## config.mk

```make
export PLATFORM = sky130hd
export DESIGN_NAME = mt_branch_unit
export DESIGN_NICKNAME = d
export VERILOG_FILES = /design/src/rtl/riscv_pkg.sv /design/src/rtl/branch_cmp.sv /design/src/rtl/mt_branch_unit.sv
export SDC_FILE = /design/constraint.sdc
export NUM_CORES = 1
export LEC_CHECK = 0
export CAP_MARGIN = 10
export CORE_ASPECT_RATIO = 0.8
export CORE_MARGIN = 1
export CORE_UTILIZATION = 45
export CTS_CLUSTER_SIZE = 28
export DETAILED_ROUTE_END_ITERATION = 10
export PLACE_DENSITY_LB_ADDON = 0.12
export SKIP_LAST_GASP = 1
export SLEW_MARGIN = 25
export SYNTH_ARGS = -nofsm -noshare
export SYNTH_HDL_FRONTEND = slang
export SYNTH_SLANG_ARGS = --single-unit
```

## constraint.sdc

```tcl
create_clock -name clk -period 4.5 [get_ports clk]
set_input_delay 0.9 -clock clk [delete_from_list [all_inputs] [get_ports clk]]
set_output_delay 0.9 -clock clk [all_outputs]
set_load 0.02 [all_outputs]
```

## src/rtl/riscv_pkg.sv

```systemverilog
// rtl/riscv_pkg.sv - shared op-class, branch-condition and width definitions for the barrel core
package riscv_pkg;

    localparam int XLEN        = 32;
    localparam int NUM_THREADS = 8;
    localparam int THREAD_BITS = $clog2(NUM_THREADS);

    // Control-flow class of the instruction sitting in EX
    typedef enum logic [1:0] {
        OP_NONE   = 2'b00,
        OP_BRANCH = 2'b01,
        OP_JAL    = 2'b10,
        OP_JALR   = 2'b11
    } op_class_e;

    // Per-thread run state
    typedef enum logic {
        TS_RUN    = 1'b0,
        TS_HALTED = 1'b1
    } thread_state_e;

    // Conditional-branch funct3 encodings; 010 and 011 are undefined
    localparam logic [2:0] F3_BEQ  = 3'b000;
    localparam logic [2:0] F3_BNE  = 3'b001;
    localparam logic [2:0] F3_BLT  = 3'b100;
    localparam logic [2:0] F3_BGE  = 3'b101;
    localparam logic [2:0] F3_BLTU = 3'b110;
    localparam logic [2:0] F3_BGEU = 3'b111;

endpackage

```

## src/rtl/branch_cmp.sv

```systemverilog
// rtl/branch_cmp.sv - combinational branch-condition evaluator
module branch_cmp
    import riscv_pkg::*;
#(
    parameter int ADDRESS_WIDTH = 32
) (
    input  logic [ADDRESS_WIDTH-1:0] rs1,
    input  logic [ADDRESS_WIDTH-1:0] rs2,
    input  logic [2:0]               funct3,
    output logic                     taken
);

    // Evaluate the condition; undefined encodings never branch
    always_comb begin
        taken = 1'b0;
        case (funct3)
            F3_BEQ:  taken = (rs1 == rs2);
            F3_BNE:  taken = (rs1 != rs2);
            F3_BLT:  taken = ($signed(rs1) <  $signed(rs2));
            F3_BGE:  taken = ($signed(rs1) >= $signed(rs2));
            F3_BLTU: taken = (rs1 <  rs2);
            F3_BGEU: taken = (rs1 >= rs2);
            default: taken = 1'b0;
        endcase
    end

endmodule

```

## src/rtl/mt_branch_unit.sv

```systemverilog
// rtl/mt_branch_unit.sv - execute-stage redirect producer with per-thread halt and taken counters
module mt_branch_unit
    import riscv_pkg::*;
#(
    parameter int NUM_THREADS   = 8,
    parameter int BITS_THREADS  = $clog2(NUM_THREADS),
    parameter int ADDRESS_WIDTH = 32,
    parameter int CNT_WIDTH     = 16
) (
    input  logic                     clk,
    input  logic                     rst,
    input  logic                     valid_e,
    input  logic [BITS_THREADS-1:0]  tid_e,
    input  logic [ADDRESS_WIDTH-1:0] pc_e,
    input  logic [1:0]               op_e,
    input  logic [2:0]               funct3_e,
    input  logic [ADDRESS_WIDTH-1:0] rs1_e,
    input  logic [ADDRESS_WIDTH-1:0] rs2_e,
    input  logic [ADDRESS_WIDTH-1:0] imm_e,
    input  logic                     halt_e,
    input  logic                     resume_valid,
    input  logic [BITS_THREADS-1:0]  resume_tid,
    input  logic [BITS_THREADS-1:0]  cnt_tid,
    output logic                     pc_src_e,
    output logic [BITS_THREADS-1:0]  branch_tid_e,
    output logic [ADDRESS_WIDTH-1:0] pc_target_e,
    output logic                     misalign_e,
    output logic [NUM_THREADS-1:0]   halted,
    output logic [CNT_WIDTH-1:0]     cnt_value
);

    // JALR clears bit 0 of its sum
    localparam logic [ADDRESS_WIDTH-1:0] JALR_MASK = ~ADDRESS_WIDTH'(1);

    op_class_e                op_cls;
    logic                     cond_taken;
    logic                     taken;
    logic [ADDRESS_WIDTH-1:0] pc_rel_target;
    logic [ADDRESS_WIDTH-1:0] jalr_target;
    logic [ADDRESS_WIDTH-1:0] calc_target;
    logic [ADDRESS_WIDTH-1:0] pc_plus4;
    logic                     hold;
    logic                     misaligned;
    logic                     redirect;
    logic [NUM_THREADS-1:0]   halt_req;
    logic [NUM_THREADS-1:0]   resume_req;

    thread_state_e            thread_state [NUM_THREADS];
    logic [CNT_WIDTH-1:0]     taken_cnt    [NUM_THREADS];

    assign op_cls = op_class_e'(op_e);

    branch_cmp #(
        .ADDRESS_WIDTH (ADDRESS_WIDTH)
    ) u_branch_cmp (
        .rs1    (rs1_e),
        .rs2    (rs2_e),
        .funct3 (funct3_e),
        .taken  (cond_taken)
    );

    assign pc_rel_target = pc_e + imm_e;
    assign jalr_target   = (rs1_e + imm_e) & JALR_MASK;
    assign pc_plus4      = pc_e + ADDRESS_WIDTH'(4);

    // Resolve the control-flow outcome and the candidate target
    always_comb begin
        taken       = 1'b0;
        calc_target = pc_rel_target;
        case (op_cls)
            OP_BRANCH: taken = cond_taken;
            OP_JAL:    taken = 1'b1;
            OP_JALR: begin
                taken       = 1'b1;
                calc_target = jalr_target;
            end
            default:   taken = 1'b0;
        endcase
    end

    // A held thread (halted, bubble or halting instruction) re-issues its own PC
    assign hold       = halted[tid_e] | ~valid_e | halt_e;
    assign misaligned = ~hold & taken & (calc_target[1:0] != 2'b00);
    assign redirect   = ~hold & taken & ~misaligned;

    // One-hot halt and resume requests for the thread FSMs
    always_comb begin
        halt_req   = '0;
        resume_req = '0;
        if ((valid_e & halt_e) | misaligned) begin
            halt_req[tid_e] = 1'b1;
        end
        if (resume_valid) begin
            resume_req[resume_tid] = 1'b1;
        end
    end

    // Per-thread RUN/HALTED FSM; a halt request beats a resume for the same thread
    always_ff @(posedge clk) begin
        if (rst) begin
            for (int i = 0; i < NUM_THREADS; i++) begin
                thread_state[i] <= TS_RUN;
            end
        end else begin
            for (int i = 0; i < NUM_THREADS; i++) begin
                case (thread_state[i])
                    TS_RUN: begin
                        if (halt_req[i]) begin
                            thread_state[i] <= TS_HALTED;
                        end
                    end
                    TS_HALTED: begin
                        if (resume_req[i] && !halt_req[i]) begin
                            thread_state[i] <= TS_RUN;
                        end
                    end
                    default: thread_state[i] <= TS_RUN;
                endcase
            end
        end
    end

    // Expose the FSM vector as a flat halt mask
    always_comb begin
        halted = '0;
        for (int i = 0; i < NUM_THREADS; i++) begin
            halted[i] = (thread_state[i] == TS_HALTED);
        end
    end

    // Taken-redirect profiling counters, saturating at all-ones
    always_ff @(posedge clk) begin
        if (rst) begin
            for (int i = 0; i < NUM_THREADS; i++) begin
                taken_cnt[i] <= '0;
            end
        end else if (redirect && (taken_cnt[tid_e] != '1)) begin
            taken_cnt[tid_e] <= taken_cnt[tid_e] + CNT_WIDTH'(1);
        end
    end

    assign cnt_value = taken_cnt[cnt_tid];

    // Registered PC-file update: exactly one per cycle
    always_ff @(posedge clk) begin
        if (rst) begin
            pc_src_e     <= 1'b0;
            branch_tid_e <= '0;
            pc_target_e  <= '0;
            misalign_e   <= 1'b0;
        end else begin
            branch_tid_e <= tid_e;
            misalign_e   <= misaligned;
            if (hold || misaligned) begin
                pc_src_e    <= 1'b1;
                pc_target_e <= pc_e;
            end else if (taken) begin
                pc_src_e    <= 1'b1;
                pc_target_e <= calc_target;
            end else begin
                pc_src_e    <= 1'b0;
                pc_target_e <= pc_plus4;
            end
        end
    end

endmodule

```

* After elaboration in Yosys (flattened, before gate mapping)
Memory sizes are Yosys's and may differ from the RTL's.
Index checks and enable logic that the tools add are counted.
W data, S select, Z words.
** Storage, ports and cells
- Flip-flop bits (word level) :: 37
- Bits in latches :: 0
- Memory bits (writable) :: 136
- Bits in read-only memories :: 0
- Bits of input ports :: 147
- Logic and storage cells :: 182
- Memories :: 2
** Cells by class
- Add/subtract/negate cells :: 4
- Multipliers :: 0
- Divide/modulo/power cells :: 0
- Order comparisons :: 8
- Eq/ne operators :: 11
- Shift operators :: 0
- Muxes and demuxes :: 103
- Bitwise logic cells :: 26
- Reductions and logical operators :: 24
** Memories
- taken_cnt :: words 8, bits a word 16, rd ports 2, clocked after memory_dff 0, wr ports 8, RTL line mt_branch_unit.sv:49 : logic [CNT_WIDTH-1:0] taken_cnt [NUM_THREADS];
- thread_state :: words 8, bits a word 1, rd ports 8, clocked after memory_dff 0, wr ports 8, RTL line mt_branch_unit.sv:48 : thread_state_e thread_state [NUM_THREADS];
** Operator list (count)
- $mux W32 :: 3
- $mux W1 :: 91
- $add A32 B32 Y32 :: 2
- $ge A32 B32 Y1 :: 2
- $lt A32 B32 Y1 :: 2
- $add A32 B3 Y32 const B :: 1
- $eq A32 B32 Y1 :: 1
- $ne A32 B32 Y1 :: 1
- $or A1 B1 Y1 :: 19
- $add A16 B1 Y16 const B :: 1
- $mux W16 :: 1
- $mux W8 :: 2
- $ne A16 B16 Y1 const B :: 1
- $reduce_or A16 Y1 :: 1
- $eq A3 B3 Y1 const B :: 4
- $logic_and A1 B1 Y1 :: 11
- $logic_not A1 Y1 :: 8
- $lt A3 B4 Y1 const B :: 2
- $demux W1 S3 :: 2
- $ge A3 B1 Y1 const B :: 2
- $pmux W1 S6 :: 1
- $and A1 B1 Y1 :: 4
- $eq A2 B2 Y1 const B :: 2
- $bmux W1 S3 :: 1
- other kinds (9) :: 11

* Logic depth before layout (Yosys ltp)
Gate-level depths: netlist of run 1.
An unclocked memory read counts as a cell.
- Word-level depth :: 17
- Mapped depth :: 17
- Depth with buffers taken out :: 14

* Hierarchy
A second synthesis of run 1 with hierarchy kept.
** Unflattened totals
- Cell total of the unflattened synthesis :: 1467
- Area, all modules :: 13902.1 µm²
** By module, submodules not included
- mt_branch_unit :: instances 1, cells an instance 1339, area each 12978.7 µm²
- branch_cmp :: instances 1, cells an instance 128, area each 923.4 µm²

* Worst setup path after synthesis of run 1
Ideal clock, no wire load.
- Path type :: input -> register
- From :: input tid_e[1]
- To :: memory taken_cnt[5][0] (enable)
- Arrival time :: 3778 ps
- Data required time :: 4125 ps
- Path slack :: 347 ps
- Stages :: 14
- Buffers on the path :: 3
- Cells stage by stage :: buf_2 buf_2 mux2_2 a221oi_1 a21oi_1 a221o_1 ha_1 nand3b_1 nor4_2 a31oi_1 and3_1 buf_4 nand3_2 nand2b_1
** RTL lines
- start: declaration :: RTL line mt_branch_unit.sv:13 : input logic [BITS_THREADS-1:0] tid_e,
- end: declaration :: RTL line mt_branch_unit.sv:49

==> run summary, run 1 <==
Status - complete, no violations
Placed Instance Area - 17400 um^2
Crit path arrival time - 4.58 ns
Simple-Gate Fraction of Synth Area - 18.3%
Static leakage - 7.22 nW
Flops & latches, synth - 173
Top_reg_cell synth - edfxtp_1
Worst r2r src - taken_cnt[1][1]
Core ar. - 29600 um^2
Via count - 12900
Post-synth EDFFs - 136
Largest family of logic cells by synthesized area - simple AND/OR/NAND/NOR gates
Wirelength, routed - 45600 um
Pwr per Cell Area - 267 nW/um^2
Max Root-Sink Buffers - 2
Max cap viols - 0
CP most frequent cell - buf_4
Internal power - 3.32 mW
Seq pwr share - 37.9%
Die height - 158 um
Final Cycle Share - 98.0%
Sequential element share of the synthesized area - 35.3%
Crit Path Class - primary input to flop
Critical Path Start Type - primary input
CTS tree - done
RSZ-0062 raised after global routing - true
Slew Limit Fails - 0
Die W - 197 um
Hold buffers post-CTS - 0
Routability cong. - 0.959
Clk_lat worst skew - 0.44 ns
Largest net degree at the start of global routing - 60
Area fraction in compound gates after synthesis - 18.0%
Dpl cells - 2167
Clock power frac - 31.0%
Switching share of power - 31.1%
Clk root buf - clkbuf_16
Min cycle time layout - 4.41 ns
Hold EP - thread_state[0][2]
Mapped cell area - 13700 um^2
Comb pwr share - 31.0%
Ports - 208
Net count after synthesis - 1679
Worst path max stage delay - 0.45 ns
Pre-antenna DRT Iters - 6
Asr flop ratio synth - 0%
Reg2reg end - taken_cnt[3][3]
Synth unique cells - 96
CP cell instances - clkdlybuf4s50_1 -> inv_1 -> ha_1 -> buf_4 -> a21oi_1 -> o21ai_0 -> a21oi_2 -> o211ai_2 -> a221oi_4 -> buf_4 -> mux2_1 -> o311ai_4 -> o31ai_4 -> a32o_1 -> buf_4 -> a2111oi_1 -> a211o_1
IO Port Bufs - 207
Leading area contributor after synthesis - edfxtp_1
Worst-path clk slew - 0.07 ns
WHS Path Cells - 1
Non-Filler Instances - 2204
CTS HTree Levels - 4
Setup Skew - 0.0100 ns
Worst R2R Path Depth - 14
Worst setup EP type - flop
Final Instance Area - 18000 um^2
Initial Utilization - 46.2%
Hold crit path type - flop to flop
Mux cell area share after synthesis - 11.1%
Slowest-stage cell, CP - clkdlybuf4s50_1
Ys Warns - 0
Drt wl/cell - 20.7 um
Measured slew at the worst slew-check pin - 0.722 ns
Worst Path Required - 4.67 ns
DRT iter0 DRCs - 1207
Post-synthesis xor/xnor area fraction - 4.09%
Layout area overhead - 32.0%
Initial antenna violation count - 3
Core Rows - 56
GRT overflow - 0
Top cells by area, synth - edfxtp_1 30%, ha_1 8.7%, mux4_2 7.7%, nor2_1 6.2%, dfxtp_1 5.4%
Num CTS Buffers - 17
Max_slew headroom - 51.5%
Via density - 5.84
Syn Area/Cell - 9.52 um^2
Max Clk Rate - 227 MHz
Post-route ant nets - 0
Worst vdd ir - 0.281 mV
GRT Overall Usage - 29.9%
First-pass GRT wire length - 69900 um
DRC - 0
Post-synthesis adder-cell area fraction - 8.99%
Die ar. - 31100 um^2
Hpwl dp - 34600 um
Setup violations, final - 0
Fin. Hold Viols - 0
Clock sink count - 173
Mapped Cells - 1435
Vias in the first global route - 12300
Sw power - 1.50 mW
Fin Setup TNS - 0 ns
CP max FO - 7
WP buf/inv - 5
Commonest cells in the netlist - 225 x nor2_1, 136 x edfxtp_1, 102 x a21oi_1, 95 x ha_1, 93 x nand2_1
Hold Crit Start - thread_state[0][2]
Most common cell in the netlist - nor2_1
Yosys top cell area share - 29.9%
CP top delay family - compound AO/OA/AOI/OAI gates
Final nets - 2026
Layout cells sized above 1 - 18.6%
Worst R2R Setup Slack - 1.17 ns
## registers in the layout, indices dropped and copies added (netlist names)
register / flops
branch_tid_e: 3
misalign_e: 1
pc_src_e: 1
pc_target_e: 32
taken_cnt: 128
thread_state: 8
## cell type report
type	count	area, um^2
Inverter	61	229
Timing Repair Buffer	392	3550
Tap cell	406	508
Clock buffer	17	425
Clock inverter	15	164
Multi-Input combinational cell	1137	8320
Antenna cell	3	7.51
Fill cell	2619	11500
Sequential cell	173	4820
## through the flow
| step | hold slack [ns] | setup slack (ns) | power (mW) | utilization, % |
|---|---|---|---|---|
| final | 0.701 | 0.0896 | 4.82 | 61.0 |
| after global routing | 0.742 | -0.0243 | 5.03 | 61.0 |
| after CTS | 0.697 | 0.0677 | 4.81 | 60.8 |
| after detailed placement | 0.677 | -0.475 | 3.32 | 58.8 |
| after global placement | 0.659 | -0.437 | 3.31 | 58.8 |
| after floorplan | 0.741 | 0.347 | 2.70 | - |
## cell families (layout without fill, tap and decap cells)
| group | Yosys count | after routing |
|---|---|---|
| AOI/OAI and AO/OA | 367 | 367 |
| xor gates and xnor gates | 63 | 63 |
| adders and majority gates | 97 | 97 |
| buffers and inverters | 125 | 485 |
| DFF | 173 | 173 |
| muxes | 90 | 90 |
| other | 0 | 3 |
| and+or+nand+nor | 520 | 520 |
## worst reg2reg max path, cell delays in order, from the launching register on
cell and delay (ns):
edfxtp_1 0.40, mux2_2 0.28, a221oi_1 0.34, a21oi_1 0.07, a221o_1 0.30, ha_1 0.22
nand3b_1 0.14, nor4_2 0.08, buf_4 0.19, a31oi_1 0.15, and3_1 0.23, buf_12 0.15
nand2_4 0.08, nand2b_1 0.17, buf_4 0.23
## power by group through the flow
stage	logic, mW	clock network, mW	registers [mW]
finish	1.49	1.50	1.83
global route	1.62	1.57	1.83
detailed placement	1.46	0	1.86
global placement	1.45	0	1.86
CTS	1.47	1.51	1.83
floorplan	0.822	0	1.88
## layer usage
| metal | vias up | part of all wire [%] | GRT usage, % |
|---|---|---|---|
| met5 | - | 0 | 0 |
| met4 | 0 | 1.7 | 7.42 |
| met3 | 54 | 9.3 | 7.09 |
| met2 | 593 | 43 | 45.3 |
| met1 | 6113 | 46 | 42.7 |
| li1 | 6112 | - | - |
## placed cells by master, fill, tap and decap left out, drive strengths merged, types with 25 or more instances in the layout
cell,count
buf,190
o21ai,79
ha,95
clkdlybuf4s50,202
xnor2,42
mux2,25
mux4,47
edfxtp,136
nor2,226
nor3,37
dfxtp,37
nand3,33
a21oi,104
inv,65
nand2,100
a21o,28
## timing repair
item / in CTS / in global routing
cloned: 0 / 0
endpoints found under the setup margin: 2 / 64
gates resized for setup: 1 / 8
buffers inserted: 0 / 2
pin swaps: 0 / 5
## worst max-delay path by stage
stage | start | to | cells after the start
final | rs2_e[11] | thread_state[0][3] | 17
after global routing | rs2_e[11] | thread_state[1][3] | 17
after CTS | rs2_e[11] | thread_state[0][3] | 16
after detailed placement | rs2_e[11] | thread_state[1][3] | 15
after global placement | rs2_e[15] | thread_state[0][3] | 15
after floorplan | tid_e[1] | taken_cnt[5][0] | 14
No activity file was read; power rests on OpenSTA's default activity.
==> run 2, diff against run 1 <==
Settings changed: CORE_UTILIZATION 45 to 56.
==> run 2 against run 1 <==
  * Hold slack improved by 0.0048 ns
  * Clock power down 3%
  * Sequential cell count unchanged
  * Worst setup slack improved by 0.026 ns
  * Non-clock buffer count down 32
  * Utilization increased by 14 points
  * Final cell count decreased by 5.9%
  * Sequential power about the same
  * Die area decreased by 19%
  * Fmax up 0.59%
  * Critical path depth fell by 1
  * Largest power group unchanged
==> run summary, run 2 (synthesis results as in run 1) <==
Hold crit path type - flop to flop
Static leakage - 7.07 nW
Routability cong. - 0.948
Met3 usage - 7.40%
IO Port Bufs - 207
Hpwl dp - 33800 um
Number of flip-flops in the largest register - 128
Sw power - 1.56 mW
Initial antenna violation count - 1
Core Rows - 50
Layout area overhead - 29.6%
GRT overflow - 0
Biggest register - taken_cnt
Num CTS Buffers - 17
Max Root-Sink Buffers - 2
Critical Path Start Type - primary input
GRT Overall Usage - 36.7%
Met2 usage - 57.1%
Largest net degree at the start of global routing - 60
Max cap viols - 0
Die ar. - 25000 um^2
Met1 usage - 51.5%
RSZ-0062 raised after global routing - true
Clk_lat worst skew - 0.44 ns
Core ar. - 23600 um^2
DRT iter0 DRCs - 1667
Min cycle time layout - 4.38 ns
CTS HTree Levels - 4
Seq pwr share - 38.3%
Layout cells sized above 1 - 17.0%
Worst vdd ir - 0.252 mV
Crit path arrival time - 4.52 ns
Ports - 208
Wirelength, routed - 45600 um
Post-route ant nets - 0
Die W - 177 um
Worst-path clk slew - 0.07 ns
Dpl cells - 2043
Crit Path Class - primary input to flop
CTS tree - done
Clk root buf - clkbuf_16
DRC - 0
Worst setup EP type - flop
Biggest regs - taken_cnt: 128 flops, pc_target_e: 32 flops, thread_state: 8 flops
Comb pwr share - 31.2%
Non-Filler Instances - 2075
Max Clk Rate - 228 MHz
Fin. Hold Viols - 0
Fill cells - 1738
Most common cell after layout, fill and taps aside - nor2_1
Worst Path Required - 4.64 ns
Final Cycle Share - 97.4%
Drt wl/cell - 22.0 um
Status - complete, no violations
Clock power frac - 30.5%
Internal power - 3.22 mW
Via density - 6.40
Initial Utilization - 57.8%
Setup Skew - 0.0153 ns
Via count - 13300
Hold buffers post-CTS - 0
Clock sink count - 173
Final nets - 1994
Measured slew at the worst slew-check pin - 0.837 ns
Most frequent cells in the layout - 225 x nor2_1, 202 x clkdlybuf4s50_1, 137 x buf_4
Setup violations, final - 0
First-pass GRT wire length - 69700 um
Vias in the first global route - 12800
Die height - 142 um
Pre-antenna DRT Iters - 7
Switching share of power - 32.7%
CP max FO - 16
Pwr per Cell Area - 270 nW/um^2
Slew Limit Fails - 0
Max_slew headroom - 44.1%
Power, Total - 4.78 mW
GRT busiest layer - met2
Fin Setup TNS - 0 ns
Antenna Cells - 0
run 2: power by group through the flow:
stage / logic [mW] / registers [mW] / clock network [mW]
after floorplan: 0.822 / 1.88 / 0
after global placement: 1.42 / 1.86 / 0
after detailed placement: 1.45 / 1.86 / 0
after CTS: 1.46 / 1.83 / 1.45
after global routing: 1.60 / 1.84 / 1.51
final: 1.49 / 1.83 / 1.46
run 2: stage by stage:
step	worst slack (ns)	area, um^2	hold slack, ns	util [%]
finish	0.115	17700	0.706	74.9
global route	-0.0347	17700	0.711	74.9
CTS	0.174	17700	0.687	74.8
detailed placement	-0.491	17100	0.677	72.3
global placement	-0.431	17100	0.668	72.3
floorplan	0.347	13700	0.741	-
run 2: worst paths after layout:
check	startpoint	end	slack, ns	cells past startpoint
max	rs2_e[14]	taken_cnt[5][7]	0.12	16
min	thread_state[0][0]	thread_state[0][0]	0.71	1
max reg2reg	taken_cnt[2][5]	taken_cnt[5][7]	1.33	13
min reg2reg	thread_state[0][0]	thread_state[0][0]	0.71	1
run 2: worst max-delay path, cell delays in order:
cell	delay (ns)
clkdlybuf4s50_1	0.46
inv_1	0.04
ha_1	0.29
nand4_1	0.18
nor4b_2	0.49
o21ai_1	0.16
o211ai_2	0.16
a221oi_4	0.14
mux2i_1	0.27
o311ai_4	0.16
o31ai_4	0.39
and3_1	0.26
buf_12	0.15
nand3_2	0.08
nand2b_1	0.15
buf_12	0.20
run 2: metal layers:
| layer | share of wire (%) | vias to the layer above | routed length [um] |
|---|---|---|---|
| met2 | 45 | 868 | 20400 |
| met4 | 2.5 | 2 | 1150 |
| li1 | - | 6037 | - |
| met5 | 0.029 | - | 13 |
| met3 | 12 | 114 | 5300 |
| met1 | 41 | 6252 | 18800 |
run 2: what timing repair did:
action,4_1_cts,5_1_grt
endpoints found under the setup margin,24,8
buffers inserted,0,0
resized for setup,1,3
run 2: final cells by class:
type                       count  area [um^2]  share of cell area, %
clock buffer                  17          425                   2.40
sequential                   173         4820                   27.3
multi-input combinational   1137         8300                   46.9
clock inverter                15          145                  0.820
timing repair buffer         360         3390                   19.1
tap                          312          390                   2.21
inverter                      61          229                   1.29
==> run 3, diff against run 2 <==
Settings changed: CTS_CLUSTER_DIAMETER set to 50.
==> results of run 3 <==
Final layout, timing and power as in run 2 (identical DEF).
==> patch (flow settings as in run 1) <==
Remove the register `branch_tid_e`: a continuous assignment takes its place, so the output `branch_tid_e` follows one clock earlier.
--- a/src/rtl/mt_branch_unit.sv
+++ b/src/rtl/mt_branch_unit.sv
@@ -146,9 +146,7 @@
         if (rst) begin
             pc_src_e     <= 1'b0;
-            branch_tid_e <= '0;
             pc_target_e  <= '0;
             misalign_e   <= 1'b0;
         end else begin
-            branch_tid_e <= tid_e;
             misalign_e   <= misaligned;
             if (hold || misaligned) begin
@@ -165,4 +163,6 @@
     end
 
+    assign branch_tid_e = tid_e;
+
 endmodule
 
Check against the original RTL: not equivalent (a bounded check fails within 4 cycles, from zero or initial values and one cycle with rst high).
==> patch against run 1 <==
  * Routed wire length increased by 2.5%
  * Via count increased by 1.5%
  * Synthesized cell count increased by 4.0%
  * Area after synthesis up 2.0%
  * Global-route usage decreased by 0.41 points
  * Total power down 1.0%
  * Setup slack improved by 0.15 ns
  * Cell area fell by 2.7%
  * Final cell count is 1.9% lower
  * Sequential cell count fell by 3
==> patch: results (changes against run 1) <==
| Metric | Value |
|---|---|
| Async set or reset register ratio after synthesis | `0 (unchanged)` |
| Post-DP HPWL | `35,000 µm (+1.1%)` |
| R2r startpoint | `taken_cnt[3][1]` |
| Vias per std cell | `6.04 (+3.4%)` |
| Reg-to-Reg End | `taken_cnt[5][6]` |
| Hold WS | `0.677 ns (-0.0239 ns)` |
| I/O Buffers | `207 (unchanged)` |
| Maximum vdd ir drop | `0.267 mV (-4.9%)` |
| CP Capture Point | `thread_state[1][1]` |
| Clock Skew | `0.0101 ns (+0.0000947 ns)` |
| Worst-case reg-to-reg path depth | `11 (-3)` |
| Layout cells sized above 1 | `0.131 (-0.0545)` |
| CP max stage delay | `~0.46 ns` |
| Clk Latency, worst-skew pair | `between 0.4 and 0.5 ns` |
| Pre-CTS setup slack | `-0.249 ns (+0.226 ns)` |
| # fillers | `2,755 (+5.2%)` |
| GRT Total Usage | `0.295 (-0.00407)` |
| Syn nets | `1,737 (+3.5%)` |
| Routability Congestion | `0.921 (-3.9%)` |
| Post-synthesis cell type count | `92 (-4.2%)` |
| Worst Hold Class | `reg2reg` |
| Pin count of the biggest net entering global routing | `38 (-37%)` |
| Status | `completed` |
| Slew @ Worst Pin | `0.749 ns (+0.0270 ns)` |
| Fin crit share | `0.948 (-0.0325)` |
| Leakage | `0.00681 µW (-5.6%)` |
| CTS root buf | `clkbuf_16` |
| Worst Setup SP | `rs2_e[31]` |
| Ys flop type | `edfxtp_1` |
| Register area share after synthesis | `0.342 (-0.0113)` |
| Detailed Route WL | `46,800 µm (+2.5%)` |
| Power share of the clock group | `0.315 (+0.005)` |
| Hold Startpoint | `thread_state[0][1]` |
| Num CTS Buffers | `17 (unchanged)` |
| Vias in the first global route | `12,302 (-0.041%)` |
| Syn Inst Count | `1,493 (+4.0%)` |
| Initial antenna violation count | `1 (-2)` |
| Synth top area cells | `edfxtp_1 (29%), ha_1 (8.5%), mux4_2 (7.6%), nor2_1 (6.0%), dfxtp_1 (4.9%)` |
| Final nets | `1,979 (-2.3%)` |
| CP top delay family | `simple AND/OR/NAND/NOR gates` |
| Drt initial violations | `1,339 (+11%)` |
| Net Sw Frac | `0.317 (+0.00556)` |
| Placed cell areas | `16,900 µm² (-2.4%)` |
| WHS Endpoint | `thread_state[0][1]` |
| First-pass GRT wire length | `71,100 µm (+1.6%)` |
| Layout Utilization | `0.578 (-0.0322)` |
| Critical path peak fanout | `10 (+3)` |
| Top cells by count, synth | `nor2_1 (222), edfxtp_1 (136), nand2_1 (118)` |
| Placed insts | `2,129 (-1.8%)` |
| Flop2flop setup slack | `1.29 ns (+0.12 ns)` |
| Total number of vias | `13,059 (+1.5%)` |
| Drt first pass iters | `7 (+1)` |
patch: changes by cell type after synthesis, moves of 8 or more:
cell	run 1	this run
nand2_1	93	118
or3_1	14	6
clkbuf_1	24	34
nor3_1	35	43
patch: kinds of logic after synthesis:
kind of cell               count (synthesis)  share of synthesized area
AOI/OAI and AO/OA                        375                      0.180
xor gates and xnor gates                  58                     0.0375
adders and majority gates                 97                     0.0881
buffers and inverters                    136                     0.0460
DFF                                      170                      0.342
muxes                                     95                      0.113
and+or+nand+nor                          562                      0.193
patch: final cells by class:
cell class	instances	share of cell area
Multi-Input combinational cell	1187	0.487
Sequential cell	170	0.271
Timing Repair Buffer	299	0.166
Tap cell	413	0.0294
Clock buffer	18	0.0245
Inverter	60	0.0128
Clock inverter	14	0.00913
Antenna cell	1	0.000143
patch: per-layer routing:
| metal | track usage | vias to the layer above | wire length (µm) | share of wire |
|---|---|---|---|---|
| met5 | 0 | - | 0 | 0 |
| met4 | 0.0766 | 0 | 899 | 0.019 |
| met3 | 0.0477 | 60 | 4300 | 0.092 |
| met2 | 0.425 | 655 | 19700 | 0.42 |
| met1 | 0.453 | 6232 | 21900 | 0.47 |
| li1 | - | 6112 | - | - |
patch: power groups by stage:
stage | combinational (µW) | clock (µW) | sequential [µW]
finish | 1460 | 1500 | 1800
global route | 1580 | 1570 | 1810
CTS | 1450 | 1510 | 1800
detailed placement | 1440 | 0 | 1840
global placement | 1430 | 0 | 1830
floorplan | 841 | 0 | 1850
patch: repair_timing:
action	4_1_cts	5_1_grt
endpoints found under the setup margin	0	2
gates resized for setup	0	1
buffers inserted	0	0
